<file path="src/rtl/mem_arbiter.sv">
// Two-requester memory arbiter: round-robin grant on ties, req/done handshake,
// variable memory latency with a saturating timeout that aborts with err.
module mem_arbiter #(
    parameter int ADDR_W  = 16,
    parameter int DATA_W  = 32,
    parameter int TIMEOUT = 255
) (
    input  logic              clk,
    input  logic              rst,
    input  logic              m0_req,
    input  logic              m1_req,
    input  logic              m0_wr,
    input  logic              m1_wr,
    input  logic [ADDR_W-1:0] m0_addr,
    input  logic [ADDR_W-1:0] m1_addr,
    input  logic [DATA_W-1:0] m0_wdata,
    input  logic [DATA_W-1:0] m1_wdata,
    output logic [DATA_W-1:0] m0_rdata,
    output logic [DATA_W-1:0] m1_rdata,
    output logic              m0_done,
    output logic              m1_done,
    output logic              m0_err,
    output logic              m1_err,
    output logic              mem_rd,
    output logic              mem_wr,
    output logic [ADDR_W-1:0] mem_addr,
    output logic [DATA_W-1:0] mem_wdata,
    input  logic [DATA_W-1:0] mem_rdata,
    input  logic              mem_ack,
    output logic              owner
);

    typedef enum logic [1:0] {IDLE, ACCESS, RESP} state_t;

    localparam logic [7:0] TIMEOUT_L = 8'(TIMEOUT);

    state_t     state, next_state;
    logic       last;
    logic       cur_wr;
    logic       err_q;
    logic [7:0] timer;
    logic       grant_any;
    logic       grant_idx;
    logic       acc_timeout;

    always_comb begin
        grant_any   = m0_req | m1_req;
        grant_idx   = (m0_req && m1_req) ? ~last : m1_req;
        acc_timeout = ({1'b0, timer} + 9'd1) >= {1'b0, TIMEOUT_L};
        next_state  = state;
        unique case (state)
            IDLE:    if (grant_any) next_state = ACCESS;
            ACCESS:  if (mem_ack || acc_timeout) next_state = RESP;
            RESP:    next_state = IDLE;
            default: next_state = IDLE;
        endcase
    end

    always_ff @(posedge clk or posedge rst) begin
        if (rst) state <= IDLE;
        else     state <= next_state;
    end

    // Grant capture, completion bookkeeping and per-port read data
    always_ff @(posedge clk or posedge rst) begin
        if (rst) begin
            owner     <= 1'b0;
            last      <= 1'b1;
            cur_wr    <= 1'b0;
            err_q     <= 1'b0;
            timer     <= '0;
            mem_addr  <= '0;
            mem_wdata <= '0;
            m0_rdata  <= '0;
            m1_rdata  <= '0;
        end else begin
            unique case (state)
                IDLE: begin
                    if (grant_any) begin
                        owner     <= grant_idx;
                        last      <= grant_idx;
                        cur_wr    <= grant_idx ? m1_wr : m0_wr;
                        mem_addr  <= grant_idx ? m1_addr : m0_addr;
                        mem_wdata <= grant_idx ? m1_wdata : m0_wdata;
                        timer     <= '0;
                        err_q     <= 1'b0;
                    end
                end
                ACCESS: begin
                    if (mem_ack) begin
                        err_q <= 1'b0;
                        if (!cur_wr) begin
                            if (owner) m1_rdata <= mem_rdata;
                            else       m0_rdata <= mem_rdata;
                        end
                    end else if (acc_timeout) begin
                        err_q <= 1'b1;
                        timer <= TIMEOUT_L;
                    end else begin
                        timer <= timer + 8'd1;
                    end
                end
                default: ;
            endcase
        end
    end

    // Strobes decode straight from state so they fall the instant rst rises
    assign mem_rd  = (state == ACCESS) && !cur_wr;
    assign mem_wr  = (state == ACCESS) && cur_wr;
    assign m0_done = (state == RESP) && !owner;
    assign m1_done = (state == RESP) && owner;
    assign m0_err  = m0_done && err_q;
    assign m1_err  = m1_done && err_q;

endmodule

</file>
<file path="config.mk">
export PLATFORM = sky130hd
export DESIGN_NAME = mem_arbiter
export DESIGN_NICKNAME = d
export VERILOG_FILES = /design/src/rtl/mem_arbiter.sv
export SDC_FILE = /design/constraint.sdc
export NUM_CORES = 1
export LEC_CHECK = 0
export CORE_UTILIZATION = 43
export CTS_BUF_LIST = sky130_fd_sc_hd__clkbuf_4
export DETAILED_ROUTE_END_ITERATION = 12
export GPL_ROUTABILITY_DRIVEN = 0
export PLACE_DENSITY = 0.87
export SLEW_MARGIN = 40
export SYNTH_ARGS = -nofsm -noshare
export SYNTH_HDL_FRONTEND = slang
export SYNTH_SLANG_ARGS = --single-unit
export TNS_END_PERCENT = 20
</file>
<file path="constraint.sdc">
create_clock -name clk -period 5.4 [get_ports clk]
set_clock_uncertainty 0.05 [all_clocks]
set_input_delay 0.81 -clock clk [delete_from_list [all_inputs] [get_ports clk]]
set_output_delay 0.81 -clock clk [all_outputs]
set_load 0.05 [all_outputs]
</file>
Yosys cells after proc, flatten, opt, wreduce, memory -nomap -nowiden
Index checks and enable logic that the tools add are counted.
{"block": "classes", "n_addsub": 2, "mul": 0, "div": 0, "order_cmp": 1, "n_eq_ne": 6, "n_shift": 0, "n_mux": 15, "bitwise": 4, "reduce_logical": 18}
{"cell": "$mux 32", "n": 1}
{"cell": "$mux 8", "n": 3}
{"cell": "$mux 16", "n": 1}
{"cell": "$pmux 8 s2", "n": 1}
{"cell": "$add 8x1->9 const B", "n": 1}
{"cell": "$ge 9x8->1 const B", "n": 1}
{"cell": "$add 8x1->8 const B", "n": 1}
{"cell": "$reduce_and 4->1", "n": 2}
{"cell": "$logic_and 1x1->1", "n": 7}
{"cell": "$ne 2x2->1 const B", "n": 3}
{"cell": "$reduce_and 3->1", "n": 2}
{"cell": "$mux 1", "n": 5}
{"cell": "$mux 2", "n": 2}
{"cell": "$pmux 2 s2", "n": 1}
{"cell": "$reduce_and 2->1", "n": 2}
{"cell": "$ne 3x3->1 const B", "n": 1}
{"cell": "$not 1->1", "n": 3}
{"cell": "$eq 2x1->1 const B", "n": 1}
{"cell": "$eq 2x2->1 const B", "n": 1}
{"cell": "$logic_not 1->1", "n": 2}
{"cell": "$logic_not 2->1", "n": 1}
{"cell": "$pmux 1 s2", "n": 1}
{"cell": "$reduce_bool 2->1", "n": 1}
{"cell": "$logic_or 1x1->1", "n": 1}
{"cell": "$or 1x1->1", "n": 1}
{"block": "totals", "regBits": 126, "latchBits": 0, "mem_bits_rw": 0, "mem_bits_ro": 0, "input_bits": 135, "output_inout_bits": 119, "word_cells": 56, "memories": 0}

Longest topological paths before layout
{"block": "logic_depth", "depth_word": 5, "depth_mapped": 7, "depth_no_buf": 6}

Worst setup path after synthesis
No wires, ideal clock.
{"block": "synth_timing", "kind": "flip-flop to output port", "startpoint": "register owner", "endpoint": "output port m0_done", "arrival_ps": 1442, "required_ps": 4540, "setup_slack_ps": 3098, "stages_incl_launch_ff": 2, "path_buffers": 0, "path_cell_list": "dfrtp_1 nor2b_1"}
{"block": "synth_between", "elab_chain_cells": 2}
{"item": "start, declared", "line": "30", "rtl": "output logic owner"}
{"item": "start signal, assigned", "line": "80", "rtl": "owner <= grant_idx;"}
{"item": "$logic_not 1->1", "line": "111", "rtl": "assign m0_done = (state == RESP) && !owner;"}
{"item": "$logic_and 1x1->1", "line": "111"}
{"item": "end, declared", "line": "20", "rtl": "output logic m0_done,"}
Every way passes these cells.

Final worst setup path
{"block": "layout_timing", "startpoint": "register state[1]", "endpoint": "output port m0_done"}
{"block": "layout_between", "elab_chain_cells": 2}
{"item": "start, declared", "line": "37", "rtl": "state_t state, next_state;"}
{"item": "start signal, assigned", "line": "61", "rtl": "else state <= next_state;"}
{"item": "$eq 2x2->1", "line": "111"}
{"item": "$logic_and 1x1->1", "line": "111"}
Every way passes these cells.

==> results.toml <==
[critical_path]
cp-start-kind = "flip-flop"
ff2ff_path_depth = 6
critPathBufInv = 1
end_kind = "output port"
setup.worst_path.class = "flip-flop to output port"
cp_common_cell = "nor2b_1"
path_depth = 3
crit_required_ns = 4.54
worstPathCellList = "nor2b_1 -> nor2b_1 -> clkdlybuf4s50_1"
worstPathArrival_ns = 2.40
crit_slowest_cell = "clkdlybuf4s50_1"
cp_slowest_stage_delay_ns = 0.85
crit_family = "buffers and inverters"
worstPathMaxFanout = 8

[floorplan]
initial_core_util = 0.441
placementRows = 41
design.core.area_um2 = 12700
die_h_um = 116
die_width_um = 116
dieArea_um2 = 13500
ios = 254

[sta]
timing.final.ws_setup_ns = 2.14
setup_viol = 0
holdWs_ns = 0.436
period_share = 0.603
worstMarginPinSlew_ns = 0.850
relSlewSlack = 0.433
hold_viol_final = 0
min_period_ns = 3.26
fmax_mhz = 307
rsz0062_at_grt = "no"
drv_slew = 0
fin_tns_setup_ns = 0

[job]
maxCapViolations = 0

[final_layout]
fin_area_um2 = 8590
layout_commonest_cell = "clkdlybuf4s50_1"
drive_gt1_frac = 0.134
areaGrowthSynthToFinish_pct = 53.6
final_cell_mix = "clkdlybuf4s50_1, dfrtp_1, nand2_1, o21ai_0, mux2i_1"
nets = 843

[clock_tree]
cts_tree = "done"
clk_pin_slew_ns = 0.10
cts_resized = 0
cts_num_sinks = 126
cts_setup_buffers = 0
cts_buffers = 17
root_buffer = "clkbuf_4"
postCtsHoldBufs = 0
cts_buffer_depth = 2
cts_htree_levels = 4
clk_latency_ns = 0.53

[drt]
drc = 0
wl_per_cell_um = 16.1
via_per_inst = 4.98
drtIter0Drc = 197
vias = 4446
postRouteWirelength_mm = 14.3
top_layer = "met4"
ant_nets = 0
drt_pre_antenna_iters = 4
dr_wl_met3_mm = 1.36
met2_length_mm = 7.06
met1Wirelength_mm = 5.68

[hold_path]
hp-class = "flip-flop to flip-flop"
whs_path_depth = 2

[global_routing]
grt.total_usage = 0.213
overflow = 0
antenna_found_initial = 0
grt_max_degree = 90
grt_pass1_vias = 4356
grt_pass1_wl_mm = 21.7

[synth]
ys_types = 46
yosysSeqAreaShare = 0.564
ys_warn_count = 0
syn_avg_cell_area_um2 = 12.2
ys_ff_latch = 126
synth_area_um2 = 5590
netlist_instances = 458
syn_nets = 595

[power]
fin_total_pwr_mw = 5.82
ir_worst_vdd_mv = 0.320
p_per_area_nw_per_um2 = 678
p_leak_nw = 3.70

[placed_design]
io_buffers = 253
dpl_worst_slack_ns = 2.42
placed_area_um2 = 8250
dpl.hpwl_mm = 10.7

[outcome]
status = "finished, final reports clean"
cell type report:
class	instances	area [µm²]
well taps	172	215
diodes	1	2.50
multi-input cells	301	2280
repair buffers	257	2580
clock buffers	18	135
flip-flops and latches	126	3150
clock inverters	14	198
inverters	3	18.8
fillers	892	4080
layer usage:
metal,vias up,global-route usage
met3,20,0.0816
met1,2093,0.240
met5,-,0
li1,2111,-
met2,222,0.367
met4,0,0.0812
Yosys cell counts, drive strengths merged:
library cell  instances  share of area
mux2i                49          0.088
buf                  19          0.023
o211a                 1         0.0018
clkbuf                9         0.0063
o2111ai               1         0.0016
nor2                 18          0.013
o31ai                 2         0.0036
nor4b                 1         0.0016
nand4b                1         0.0016
o22ai                 1         0.0011
xnor2                 2         0.0031
nand3                 8         0.0094
a21oi                 6         0.0054
nand4                 3         0.0034
a21boi                1         0.0013
a32o                  1         0.0018
a31oi                 2         0.0022
nand2                59          0.040
mux2                 64           0.14
nand2b                2         0.0022
ha                    2         0.0045
nor3b                 1         0.0022
a211oi                2         0.0027
inv                   3         0.0020
nor2b                 4         0.0049
a21o                  1         0.0013
dfstp                 1         0.0047
dfrtp               125           0.56
a22o                  1         0.0016
o21ai                57          0.051
and3                  2         0.0022
and2b                 1         0.0016
and2                  3         0.0034
o211ai                2         0.0027
nor3                  3         0.0027
power breakdown:
group / leakage (nW) / switching (mW) / total [mW] / internal [mW]
logic: 1.97 / 2.17 / 3.40 / 1.23
registers: 1.54 / 0.276 / 1.67 / 1.39
clock network: 0.187 / 0.344 / 0.756 / 0.412
final timing paths:
path / startpoint / endpoint / slack (ns)
setup reg to reg: state[0] / m0_rdata[2] / 3.23
hold / removal: mem_addr[12] / mem_addr[12] / 0.44
max in group asynchronous: rst / last / 3.62
setup / recovery: state[1] / m0_done / 2.14
hold reg to reg: mem_addr[12] / mem_addr[12] / 0.44
min in group asynchronous: rst / mem_wdata[4] / 0.73
logic make-up after synthesis:
kind of cell	count (synthesis)	share of synthesized area
adders and majority gates	2	0.00448
AOI/OAI and AO/OA	78	0.0781
muxes	113	0.230
and+or+nand+nor	106	0.0886
DFF	126	0.564
xor gates and xnor gates	2	0.00313
buffers and inverters	31	0.0313
state kept, by name, indices dropped and copies added (netlist names):
signal / cells
m0_rdata: 32
m1_rdata: 32
mem_wdata: 32
mem_addr: 16
timer: 8
state: 2
cur_wr: 1
err_q: 1
last: 1
owner: 1
tightest hold or removal path: stages (launching register included):
cell	delay, ns
dfrtp_1	0.35
nand2_1	0.04
o21ai_0	0.06
metrics by stage:
stage,utilization,std cells
4_1_cts,0.677,891
3_5_place_dp,0.651,859
5_1_grt,0.678,891
3_3_place_gp,0.649,858
2_1_floorplan,-,458
6_report,0.678,892
No activity file was read; power rests on OpenSTA's default activity.
